**config.mk**
```make
export PLATFORM = sky130hd
export DESIGN_NAME = result_display_driver
export DESIGN_NICKNAME = d
export VERILOG_FILES = /design/src/rtl/result_display_driver_pkg.sv /design/src/rtl/result_display_driver_seg7_encode.sv /design/src/rtl/result_display_driver.sv
export SDC_FILE = /design/constraint.sdc
export NUM_CORES = 1
export LEC_CHECK = 0
export ABC_AREA = 1
export CORE_MARGIN = 1
export CORE_UTILIZATION = 53
export DETAILED_ROUTE_END_ITERATION = 10
export PLACE_DENSITY_LB_ADDON = 0.2
export SETUP_SLACK_MARGIN = 0.02
export SLEW_MARGIN = 20
export SYNTH_ARGS = -nofsm -noshare
export SYNTH_HDL_FRONTEND = slang
export SYNTH_SLANG_ARGS = --single-unit
```
**constraint.sdc**
```tcl
create_clock -name clk -period 1.2 [get_ports clk]
set_input_delay 0.12 -clock clk [delete_from_list [all_inputs] [get_ports clk]]
set_output_delay 0.12 -clock clk [all_outputs]
set_load 0.02 [all_outputs]
```
**src/rtl/result_display_driver_pkg.sv**
```systemverilog
// Shared types and constants for the result display driver: FSM states,
// segment patterns, digit indices and the double-dabble nibble adjust.
package result_display_driver_pkg;

    typedef enum logic [1:0] {
        IDLE = 2'd0,
        CONV = 2'd1,
        DONE = 2'd2
    } state_t;

    localparam logic [6:0] SEG_BLANK = 7'b1111111;
    localparam logic [6:0] SEG_MINUS = 7'b0111111;

    localparam logic [1:0] DIG_UNITS = 2'd0;
    localparam logic [1:0] DIG_TENS  = 2'd1;
    localparam logic [1:0] DIG_SIGN  = 2'd2;

    localparam int NBITS = 5;

    // A nibble of 5 or more would pass 9 after the next shift, so pre-correct it by +3.
    function automatic logic [3:0] dabble_adj(input logic [3:0] nib);
        return (nib >= 4'd5) ? (nib + 4'd3) : nib;
    endfunction

endpackage

```
**src/rtl/result_display_driver_seg7_encode.sv**
```systemverilog
// BCD digit to active-low 7-segment pattern {g,f,e,d,c,b,a}; values above 9 go blank.
module seg7_encode
    import result_display_driver_pkg::*;
(
    input  logic [3:0] i_bcd,
    output logic [6:0] o_seg
);

    // Digit lookup
    always_comb begin
        o_seg = SEG_BLANK;
        case (i_bcd)
            4'd0:    o_seg = 7'b1000000;
            4'd1:    o_seg = 7'b1111001;
            4'd2:    o_seg = 7'b0100100;
            4'd3:    o_seg = 7'b0110000;
            4'd4:    o_seg = 7'b0011001;
            4'd5:    o_seg = 7'b0010010;
            4'd6:    o_seg = 7'b0000010;
            4'd7:    o_seg = 7'b1111000;
            4'd8:    o_seg = 7'b0000000;
            4'd9:    o_seg = 7'b0010000;
            default: o_seg = SEG_BLANK;
        endcase
    end

endmodule

```
**src/rtl/result_display_driver.sv**
```systemverilog
// Captures a sign-magnitude result, converts it to BCD by serial double-dabble
// and scans it onto a 3-digit common-anode display (sign, tens, units).
module result_display_driver
    import result_display_driver_pkg::*;
#(
    parameter int SCAN_DIV = 50000,
    parameter bit BLANK_LZ = 1'b1
) (
    input  logic       clk,
    input  logic       rst_n,
    input  logic       load,
    input  logic [4:0] R,
    input  logic       sign,
    output logic [6:0] seg,
    output logic [2:0] an,
    output logic       busy,
    output logic       valid
);

    localparam int             DW       = (SCAN_DIV > 1) ? $clog2(SCAN_DIV) : 1;
    localparam logic [DW-1:0]  DIV_LAST = DW'(SCAN_DIV - 1);

    state_t           r_state;
    logic [NBITS-1:0] r_shift;
    logic [7:0]       r_bcd;
    logic [2:0]       r_bitcnt;
    logic             r_sign_q;
    logic [3:0]       r_disp_tens;
    logic [3:0]       r_disp_units;
    logic             r_disp_minus;
    logic             r_valid;
    logic             r_busy;
    logic [DW-1:0]    r_div;
    logic [1:0]       r_dig;
    logic [6:0]       r_seg;
    logic [2:0]       r_an;

    logic [7:0]       w_bcd_adj;
    logic [6:0]       w_seg_units;
    logic [6:0]       w_seg_tens;
    logic [1:0]       w_dig_next;
    logic [6:0]       w_seg_next;
    logic [2:0]       w_an_next;
    logic             w_tick;

    assign w_bcd_adj = {dabble_adj(r_bcd[7:4]), dabble_adj(r_bcd[3:0])};
    assign w_tick    = (r_div == DIV_LAST);

    seg7_encode u_enc_units (.i_bcd(r_disp_units), .o_seg(w_seg_units));
    seg7_encode u_enc_tens  (.i_bcd(r_disp_tens),  .o_seg(w_seg_tens));

    // Capture / convert / commit sequencer; loads outside IDLE are dropped
    always_ff @(posedge clk or negedge rst_n) begin
        if (!rst_n) begin
            r_state      <= IDLE;
            r_shift      <= '0;
            r_bcd        <= 8'd0;
            r_bitcnt     <= 3'd0;
            r_sign_q     <= 1'b0;
            r_disp_tens  <= 4'd0;
            r_disp_units <= 4'd0;
            r_disp_minus <= 1'b0;
            r_valid      <= 1'b0;
            r_busy       <= 1'b0;
        end else begin
            case (r_state)
                IDLE: begin
                    if (load) begin
                        r_shift  <= R;
                        r_sign_q <= sign;
                        r_bcd    <= 8'd0;
                        r_bitcnt <= 3'd0;
                        r_busy   <= 1'b1;
                        r_state  <= CONV;
                    end
                end
                CONV: begin
                    {r_bcd, r_shift} <= {w_bcd_adj, r_shift} << 1;
                    r_bitcnt         <= r_bitcnt + 3'd1;
                    if (r_bitcnt == 3'(NBITS - 1)) begin
                        r_state <= DONE;
                    end
                end
                DONE: begin
                    r_disp_tens  <= r_bcd[7:4];
                    r_disp_units <= r_bcd[3:0];
                    // Zero magnitude never shows a minus, whatever the sign bit said
                    r_disp_minus <= r_sign_q & (r_bcd != 8'd0);
                    r_valid      <= 1'b1;
                    r_busy       <= 1'b0;
                    r_state      <= IDLE;
                end
                default: begin
                    r_busy  <= 1'b0;
                    r_state <= IDLE;
                end
            endcase
        end
    end

    // Next digit index and its segment/anode pattern
    always_comb begin
        w_dig_next = DIG_UNITS;
        w_seg_next = SEG_BLANK;
        w_an_next  = 3'b111;
        if (r_dig == DIG_SIGN) begin
            w_dig_next = DIG_UNITS;
        end else begin
            w_dig_next = r_dig + 2'd1;
        end
        if (r_valid) begin
            case (w_dig_next)
                DIG_UNITS: begin
                    w_an_next  = 3'b110;
                    w_seg_next = w_seg_units;
                end
                DIG_TENS: begin
                    w_an_next  = 3'b101;
                    w_seg_next = (BLANK_LZ && (r_disp_tens == 4'd0)) ? SEG_BLANK : w_seg_tens;
                end
                DIG_SIGN: begin
                    w_an_next  = 3'b011;
                    w_seg_next = r_disp_minus ? SEG_MINUS : SEG_BLANK;
                end
                default: begin
                    w_an_next  = 3'b111;
                    w_seg_next = SEG_BLANK;
                end
            endcase
        end else begin
            w_an_next  = 3'b111;
            w_seg_next = SEG_BLANK;
        end
    end

    // Free-running scan divider; digit and outputs advance together on terminal count
    always_ff @(posedge clk or negedge rst_n) begin
        if (!rst_n) begin
            r_div <= '0;
            r_dig <= DIG_UNITS;
            r_seg <= SEG_BLANK;
            r_an  <= 3'b111;
        end else begin
            if (w_tick) begin
                r_div <= '0;
                r_dig <= w_dig_next;
                r_seg <= w_seg_next;
                r_an  <= w_an_next;
            end else begin
                r_div <= r_div + 1'b1;
            end
        end
    end

    assign seg   = r_seg;
    assign an    = r_an;
    assign busy  = r_busy;
    assign valid = r_valid;

endmodule

```
==> flow_summary.ini <==
[timing]
rsz0062_at_grt = true
finalMaxSlewViolations = 0
setup_viol = 30
setup_ws_ps = -379
final-hold-violation-count = 0
max_slew_margin = 0.787
worstMarginPinSlew_ps = 320
finalCritPeriodShare = 1.32
fmax_mhz = 633
fin_skew_ps = 11.9
period_needed_ps = 1580
fin_setup_tns_ps = -4630

[grt]
grt_overflow = 0
grt_max_degree = 59
antenna_found_initial = 0
grt_first_pass_wirelength_microns = 14200
grt_usage = 0.291
first_global_vias = 3169

[floorplanning]
die_w_microns = 80.0
start_util = 0.547
die_h_microns = 80.0
coreArea_sq_um = 5890
io-pin-count = 21
die_area_sq_um = 6390
num_rows = 28

[cts]
clockBufferDepth = 2
cts_buffers = 9
clk_latency_ps = 340
cts.clk_slew.worst_paths_ps = 70
h-tree-depth = 3
cts_tree = done
root_buffer = clkbuf_8
cts.sinks = 58

[critical_path]
arrival_ps = 1850
path_max_fanout = 4
required_ps = 1470
cp-start-kind = flop
critPathMaxStageDelay_ps = 460
cp_common_cell = nand2_1
cp-end-kind = flop
crit_chain = ha_4 -> nand2_1 -> inv_2 -> nand2_4 -> nor2_4 -> nand2_1 -> nand2_1 -> nand2_1 -> nor2_1
critPathKind = reg2reg
slowest_stage = dfrtp_1

[pwr]
ir_worst_vdd_v = 0.00174
powerDensity_nw_per_um2 = 1970
leakage_nw = 2.52
power_mw = 10.0

[job]
drv_cap = 0

[detailed_routing]
drt_iter0_drc = 442
viasPerCell = 5.77
ant_nets = 0
dr.pass1.iters = 5
postRouteWirelength_microns = 11100
dr_total_vias = 3541
drc = 0
wl_per_cell_microns = 18.0

[finish]
final_layout_size_suffix_gt1_frac = 0.488
stdcell_count = 614
area_delta_synth_final_pct = 57.9
final_nets = 562
insertedDiodeCount = 0
post-route-util = 0.864

[logic_synthesis]
synth_cell_types = 33
synth-async-reset-ratio = 1.00
postSynthCellCount = 420
seq_area_frac_synth = 0.455
ys_ff_latch = 58
synthFlopType = dfrtp_1
syn-num-nets = 448
avgSynthCellArea_sq_um = 7.67
syn-cell-area_sq_um = 3220
synth_edf_count = 0
yosys_warnings = 0

[placed_design]
post-place-ws_ps = -177
routabilityCongestion = 0.832
dp_hpwl_microns = 5330
port_buffers = 20
dp.cells = 567

[outcome]
failed_checks = setup timing
outcome = finished with violations

[min_path]
hold_path_class = in2reg
[layout by cell type (no fill, tap or decap), types with 4 or more instances in the layout]
cell / n
o21ai_2: 10
clkdlybuf4s50_1: 7
dfrtp_1: 41
nand2_4: 15
ha_1: 7
a21oi_1: 10
nand3_2: 7
nor2_2: 16
ha_4: 9
a21oi_2: 4
buf_2: 6
buf_12: 4
dfstp_2: 10
inv_1: 39
nand2_2: 19
buf_4: 70
nor2_1: 34
nand3_1: 17
o21ai_0: 12
nor2_4: 14
o21ai_1: 13
buf_6: 13
nand2_1: 76
nand3_4: 5
clkbuf_8: 11
dfrtp_2: 7
inv_2: 18
xor2_1: 7
[layer usage]
layer,up-vias,part of all wire,global-route usage
li1,1558,-,-
met1,1668,0.37,0.352
met2,226,0.50,0.500
met3,89,0.070,0.0434
met4,0,0.065,0.152
met5,-,0,0
[path summary, 6_finish.rpt]
check	from	to	slack (ps)	depth (start not counted)
max	r_div[0]	r_div[14]	-380	9
min	R[0]	r_shift[0]	330	3
max reg2reg	r_div[0]	r_div[14]	-380	9
min reg2reg	r_shift[0]	r_shift[0]	480	2
max in group asynchronous	rst_n	an[0]	540	3
min in group asynchronous	rst_n	r_div[4]	350	3
[cells by family (layout without fill, tap and decap cells)]
group / Yosys count / count (layout) / share of synthesized area
muxes: 1 / 1 / 0.00350
and+or+nand+nor: 209 / 210 / 0.269
adders and majority gates: 19 / 19 / 0.0738
AOI/OAI and AO/OA: 59 / 59 / 0.0971
DFF: 58 / 58 / 0.455
xor gates and xnor gates: 7 / 7 / 0.0190
buffers and inverters: 67 / 185 / 0.0827
[critical path, delay by kind of cell, from the launching register on]
family,cells,cell delay [ps]
adder cells (fa/ha/maj),1,200
buffers and inverters,1,130
flip-flops,1,460
AND/OR/NAND/NOR,7,730
[through the flow]
stage,hold WS [ps],area (sq um)
final,331,5080
after global routing,377,5080
after CTS,327,4630
after detailed placement,149,3990
after global placement,147,3990
after floorplan,-176,3260
[sequential cells by signal (all words and copies together), names as in the netlist]
signal        flops
r_bitcnt          3
r_sign_q          1
an                3
seg               7
r_disp_tens       4
valid             1
r_dig             2
r_state           2
r_shift           5
r_bcd             8
r_disp_minus      1
r_div            16
r_disp_units      4
busy              1
[timing repair]
| item | CTS | global route |
|---|---|---|
| cloned | 2 | 0 |
| endpoints found under the setup margin | 42 | 50 |
| endpoints found under the hold margin | 48 | 0 |
| setup buffers | 11 | 17 |
| hold buffers | 1 | 0 |
| gates resized for setup | 147 | 102 |
| pin swaps | 40 | 34 |
[final cells by class]
cell class,count,area (sq um)
fillers,268,801
repair inverters,1,8.76
multi-input cells,296,2090
inverters,63,258
clock inverters,5,100
clock buffers,11,151
well taps,75,93.8
repair buffers,105,911
flip-flops and latches,58,1470
[report_power, final]
group	leakage, nW	switching, mW	internal (mW)
registers	0.699	0.445	2.41
clock network	0.129	0.827	1.49
logic	1.69	2.56	2.31
total	2.52	3.83	6.21
[cells in the mapped netlist, drive strengths merged (2+ instances only)]
cell | number | area share
nand2 | 109 | 0.13
nor2 | 64 | 0.078
inv | 61 | 0.071
dfrtp | 48 | 0.37
o21ai | 36 | 0.056
nand3 | 29 | 0.047
ha | 19 | 0.074
a21oi | 14 | 0.022
dfstp | 10 | 0.082
xor2 | 7 | 0.019
o22ai | 4 | 0.0078
buf | 3 | 0.0074
nor3 | 3 | 0.0062
clkinv | 2 | 0.0031
nand4 | 2 | 0.0039
Note: power is estimated with default switching activity, not from simulation.
